<file path="src/rtl/free_list.sv">
// Physical register free list: circular tag buffer with flush recovery.
// Define FREE_LIST_BYPASS_EN to hand a returning tag straight to dispatch when empty.
module free_list #(
    parameter int PHYS_REG_SZ = 64,
    parameter int ARCH_REG_SZ = 32,
    localparam int N  = PHYS_REG_SZ - ARCH_REG_SZ,
    localparam int TW = $clog2(PHYS_REG_SZ),
    localparam int CW = $clog2(N) + 1,
    localparam int PW = (N > 1) ? $clog2(N) : 1
) (
    input  logic          clock,
    input  logic          reset,
    input  logic          flush,
    input  logic          alloc_req,
    output logic          alloc_valid,
    output logic [TW-1:0] alloc_tag,
    input  logic          retire_en,
    input  logic          retire_has_dest,
    input  logic [TW-1:0] retire_tag,
    output logic [CW-1:0] free_count,
    output logic          overflow_err
);

    logic [TW-1:0] tags_q [N];
    logic [PW-1:0] head_q, head_d;
    logic [PW-1:0] tail_q, tail_d;
    logic [PW-1:0] rhead_q, rhead_d;
    logic [CW-1:0] count_q, count_d;
    logic          ovf_q, ovf_d;
    logic          wr_en;
    logic          ret;
    logic          full;
    logic          empty;
    logic          byp;
    logic          alloc_fire;

    function automatic logic [PW-1:0] inc(input logic [PW-1:0] p);
        return (p == PW'(N - 1)) ? '0 : p + PW'(1);
    endfunction

    assign ret   = retire_en && retire_has_dest;
    assign full  = (count_q == CW'(N));
    assign empty = (count_q == '0);

`ifdef FREE_LIST_BYPASS_EN
    assign byp = empty && ret && !flush;
`else
    assign byp = 1'b0;
`endif

    assign alloc_valid = (!empty || byp) && !flush;
    assign alloc_tag   = byp ? retire_tag : tags_q[head_q];
    assign alloc_fire  = alloc_req && alloc_valid;

    always_comb begin
        head_d  = head_q;
        tail_d  = tail_q;
        rhead_d = rhead_q;
        count_d = count_q;
        ovf_d   = ovf_q;
        wr_en   = 1'b0;
        if (ret && full) begin
            ovf_d = 1'b1;
        end else if (ret && byp && alloc_req) begin
            // Tag goes straight to dispatch: only the architectural point moves
            rhead_d = inc(rhead_q);
        end else if (ret) begin
            wr_en   = 1'b1;
            tail_d  = inc(tail_q);
            rhead_d = inc(rhead_q);
            count_d = count_q + CW'(1);
        end
        if (flush) begin
            head_d  = rhead_d;
            count_d = CW'(N);
        end else if (alloc_fire && !byp) begin
            head_d  = inc(head_q);
            count_d = count_d - CW'(1);
        end
    end

    always_ff @(posedge clock) begin
        if (reset) begin
            for (int i = 0; i < N; i++) begin
                tags_q[i] <= TW'(ARCH_REG_SZ + i);
            end
            head_q  <= '0;
            tail_q  <= '0;
            rhead_q <= '0;
            count_q <= CW'(N);
            ovf_q   <= 1'b0;
        end else begin
            if (wr_en) begin
                tags_q[tail_q] <= retire_tag;
            end
            head_q  <= head_d;
            tail_q  <= tail_d;
            rhead_q <= rhead_d;
            count_q <= count_d;
            ovf_q   <= ovf_d;
        end
    end

    assign free_count   = count_q;
    assign overflow_err = ovf_q;

endmodule

</file>
<file path="config.mk">
export PLATFORM = sky130hd
export DESIGN_NAME = free_list
export DESIGN_NICKNAME = d
export VERILOG_FILES = /design/src/rtl/free_list.sv
export SDC_FILE = /design/constraint.sdc
export NUM_CORES = 1
export LEC_CHECK = 0
export CAP_MARGIN = 20
export CORE_MARGIN = 4
export CORE_UTILIZATION = 50
export DETAILED_ROUTE_END_ITERATION = 10
export MAX_ROUTING_LAYER = met4
export PLACE_DENSITY = 0.67
export SYNTH_ARGS = -nofsm -noshare
export SYNTH_HDL_FRONTEND = slang
export SYNTH_SLANG_ARGS = --single-unit
</file>
<file path="constraint.sdc">
create_clock -name clock -period 4.5 [get_ports clock]
set_input_delay 0.45 -clock clock [delete_from_list [all_inputs] [get_ports clock]]
set_output_delay 0.45 -clock clock [all_outputs]
set_load 0.01 [all_outputs]
</file>
; ---- After elaboration in Yosys (flattened, before gate mapping)
; Memory sizes are Yosys's and may differ from the RTL's. A register that Yosys moved wholly into a read port is not among the register bits.
; Cells that the tools add are included.
[word_totals]
ram_bits = 192
out_inout_bits = 14
wordCells = 49
latch_bits = 0
ff_bits = 22
memories = 1
rom_bits = 0
inputBits = 12
[classes]
shift = 0
bitwise_logic = 1
div_mod_pow = 0
eq_ne = 4
magnitude_cmp = 0
n_addsub = 5
mul = 0
n_reduce_logical = 11
muxes = 22
[memory_table]
columns = name, depth, word_bits, read_ports, rd_clocked_by_memory_dff, write_ports, line_no
row1 = tags_q, 32, 6, 1, 1, 32, 24  ; logic [TW-1:0] tags_q [N];
[op_table]
columns = cell, count
row1 = 2-to-1 mux 5 bit, 10
row2 = 2-to-1 mux 6 bit, 4
row3 = adder 5 x 1 -> 5 bit (second input constant), 3
row4 = == test 5 bit (second input constant), 3
row5 = 2-to-1 mux 1 bit, 8
row6 = adder 6 x 1 -> 6 bit (second input constant), 1
row7 = == test 6 bit (second input constant), 1
row8 = zero test 6 bit, 1
row9 = OR reduction 6 bit, 1
row10 = subtractor 6 x 1 -> 6 bit (second input constant), 1
row11 = logical AND 1 bit, 4
row12 = zero test 1 bit, 2
row13 = AND reduction 2 bit, 1
row14 = nonzero test 2 bit, 1
row15 = OR reduction 2 bit, 1
row16 = inverter 1 bit, 1

; ---- Logic depth before layout (Yosys ltp)
[logic_depth]
word_depth = 8
mapped_depth = 9
ltp_nobuf = 9

; ---- Worst setup path before layout
; OpenSTA, ideal clock, no wires.
[synth_timing]
kind = register to output
from = reg (tool-made name)
to = out alloc_tag[0]
setup_slack_ns = 1.957
n_path_buf = 2
required_time_ns = 4.050
arrival_ns = 2.093
path_stages_with_launch = 6
path_cell_list = dfxtp_1 clkbuf_1 clkbuf_1 mux4_2 mux4_2 mux2_2
[synth_lines]
columns = item, line_no
row1 = end: declaration, 16  ; output logic [TW-1:0] alloc_tag,

==> flow_summary.toml <==
[yosys]
syn_nets = 776
yosysWarnings = 0
synth_top_area_share_pct = 54.9
ys_types = 48
ys_ff_latch = 219
syn_area_per_cell_um2 = 14.0
synth_edf_count = 192
netlist_top_cells_count = "edfxtp_1 (192), or3_1 (113), and2_1 (83), mux4_2 (60), clkbuf_1 (54)"
synthArstFlopShare_pct = 0
syn_area_um2 = 10500
yosys.area.top_type = "edfxtp_1"
syn_inst = 752
synth-main-ff-cell = "edfxtp_1"
yosysSeqAreaShare_pct = 60.0
yosysMostFrequentCell = "edfxtp_1"
synth_area_leaders = "edfxtp_1 (55%), mux4_2 (13%), or3_1 (6.7%)"

[floorplanning]
io_pins = 26
core-area_um2 = 20400
num_rows = 52
die-height_um = 153
dieArea_um2 = 23400
start_util_pct = 51.4
die_w_um = 153

[clocking]
cts_buffers = 24
cts_max_path_buffers = 3
cts_setup_buffers = 0
cts_tree = "yes"
cts_hold_buf = 0
clk_pin_slew_ps = 60
clk_latency_ps = 510
cts_root_buffer = "clkbuf_16"
clkSinkCount = 219
cts_max_level = 1
ctsResizeCount = 0

[power_and_ir_drop]
sw_frac_of_total_pct = 21.5
ir_drop_mv = 0.250
clkPwrFrac_pct = 43.1
pwr-share-comb_pct = 7.4
p_seq_share_pct = 49.5
p_leak_uw = 0.00365
p_int_uw = 3690
switchingPower_uw = 1010
power_density_nw_per_um2 = 400

[min_path]
hold_class = "flop to flop"

[timing]
slew_headroom_pct = 33.5
setup_viol = 0
rsz0062_at_grt = "no"
worstMarginPinSlew_ps = 996
finalCritPeriodShare_pct = 84.6
clock_skew_ps = 12.0
fmax_mhz = 263
layout_setup_ws_ps = 692
hold_viol_final = 0
period_needed_ps = 3810
slew_violations = 0
fin_tns_setup_ps = 0

[worst_setup_path]
critPathRequiredTime_ps = 4050
r2r_slack_ps = 1610
path_cells = "buf_12, mux4_2, mux4_2, mux2_2, clkdlybuf4s50_1"
cp.arrival_ps = 3360
endpoint = "alloc_tag[0]"
crit_cells = 5
crit_fanout = 27
reg2reg_from = "free_count[0]"
r2r_cells = 8
critPathKind = "flop to output port"
path_delay_family = "multiplexers"
startpoint_type = "flop"
crit_slowest_cell = "dfxtp_4"
critPathBufInv = 2
cpPeakStageDelay_ps = 720
rr_endpoint = "tags_q[23][2]"
crit_top_cell = "mux4_2"
crit_path_end_kind = "output port"

[cells_and_area]
area_growth_pct = 11.8
fillCellCount = 1581
nets = 771
antenna_cells = 0
drive_gt1_share_pct = 17.5

[drt]
post_drt_wl_per_cell_um = 23.1
drc = 0
drt_iter0_markers = 596
vias_per_cell = 6.07
routed_wl_mm = 23.9
dr.pass1.iters = 5
num_vias = 6276
ant_nets = 0

[global_route]
overflow = 0
grt.total_usage_pct = 21.1
grt_pass1_vias = 6472
grt_start_max_net_pins = 51
antenna_found_initial = 0
grt_pass1_wl_mm = 37.6

[placement]
dp_hpwl_mm = 15.3
post-place-ws_ps = 1180
io_buffers = 25
gp_congestion = 0.879

[outcome]
status = "finished clean"

[job]
cap_violations = 0
## cell type report
type	count	area, µm²	share of cell area, %
multi-input combinational	457	3880	33.0
sequential	219	6310	53.7
inverter	6	22.5	0.192
timing repair buffer	39	375	3.20
clock buffer	33	696	5.92
clock inverter	10	125	1.07
tap	270	338	2.88
## state kept, by name, indices dropped and copies added (netlist names), named ones only
name,cells
free_count,6
tail_q,5
tags_q,192
rhead_q,5
overflow_err,1
head_q,5
## worst register-to-register path, cell delays in order, from the launching register on
cell and delay, ps:
dfxtp_1 380, inv_1 100, ha_1 180, nor4b_4 450
nand2_1 200, nand3_1 520, buf_4 350, nor2_1 90
or2_1 340
## layout by cell type, fill, tap and decap left out, types with 2 or more instances in the layout
cell             netlist  routed
clkbuf_8               0       4
or2_1                 24      24
mux2i_1                4       4
and2_1                83      83
nand2_1               11      11
and3_1                 5       5
clkdlybuf4s50_1        0      25
dfxtp_1               27      25
nor2_1                48      48
nand3_1                9       9
inv_1                  6       6
mux2_2                 7       7
clkinv_2               0       4
nor4_1                 2       2
clkbuf_1              54       4
buf_4                  0      12
clkbuf_16              0      25
clkinv_1               0       2
a211oi_1               9       9
a31oi_1                4       4
a21oi_1               10      10
or3_1                113     113
edfxtp_1             192     192
bufinv_16              0       3
nand3b_1               4       4
nor3_1                 6       6
o21ai_0                4       4
nor4b_1                4       4
a211o_1                2       2
mux4_2                60      60
or2_2                 10      10
xnor2_1                6       6
ha_1                  12      12
o21bai_1               2       2
## metrics by stage
step | hold WS (ps) | util (%) | cells | power [µW] | instance area [µm²]
2_1_floorplan | 487 | - | 752 | 2580 | 10500
3_3_place_gp | 463 | 53.4 | 990 | 2710 | 10900
3_5_place_dp | 466 | 53.4 | 990 | 2720 | 10900
4_1_cts | 497 | 57.4 | 1033 | 4720 | 11700
5_1_grt | 526 | 57.5 | 1034 | 4840 | 11700
6_report | 504 | 57.5 | 1034 | 4700 | 11700
## routing by layer
| metal | GRT usage (%) | wire length, µm | share of wire (%) | vias up |
|---|---|---|---|---|
| met5 | - | 0 | 0 | - |
| li1 | - | - | - | 2834 |
| met2 | 34.6 | 11900 | 50 | 217 |
| met3 | 3.25 | 1380 | 5.8 | 45 |
| met1 | 28.2 | 10100 | 42 | 3180 |
| met4 | 4.75 | 532 | 2.2 | 0 |
## power by group through the flow
stage          clock network [µW]  registers [µW]  logic [µW]
3_3_place_gp                    0            2370         336
3_5_place_dp                    0            2370         345
5_1_grt                      2140            2340         370
6_report                     2030            2330         346
2_1_floorplan                   0            2330         251
4_1_cts                      2050            2330         345
## worst min-delay path by stage
stage	start	end	slack, ps	depth (start not counted)
2_1_floorplan	rhead_q[4]	rhead_q[4]	490	2
3_3_place_gp	overflow_err	overflow_err	460	2
3_5_place_dp	overflow_err	overflow_err	470	2
4_1_cts	overflow_err	overflow_err	500	2
5_1_grt	overflow_err	overflow_err	530	2
6_report	overflow_err	overflow_err	500	2
## cell families (layout without fill, tap and decap cells)
family	Yosys count	count (layout)	synth area share, %
buffers and inverters	76	88	3.05
and+or+nand+nor	327	327	18.3
muxes	72	72	14.1
adders and majority gates	12	12	1.43
DFF	219	219	60.0
AOI/OAI and AO/OA	39	39	2.47
xor gates and xnor gates	7	7	0.584
No activity file was read; power rests on OpenSTA's default activity.
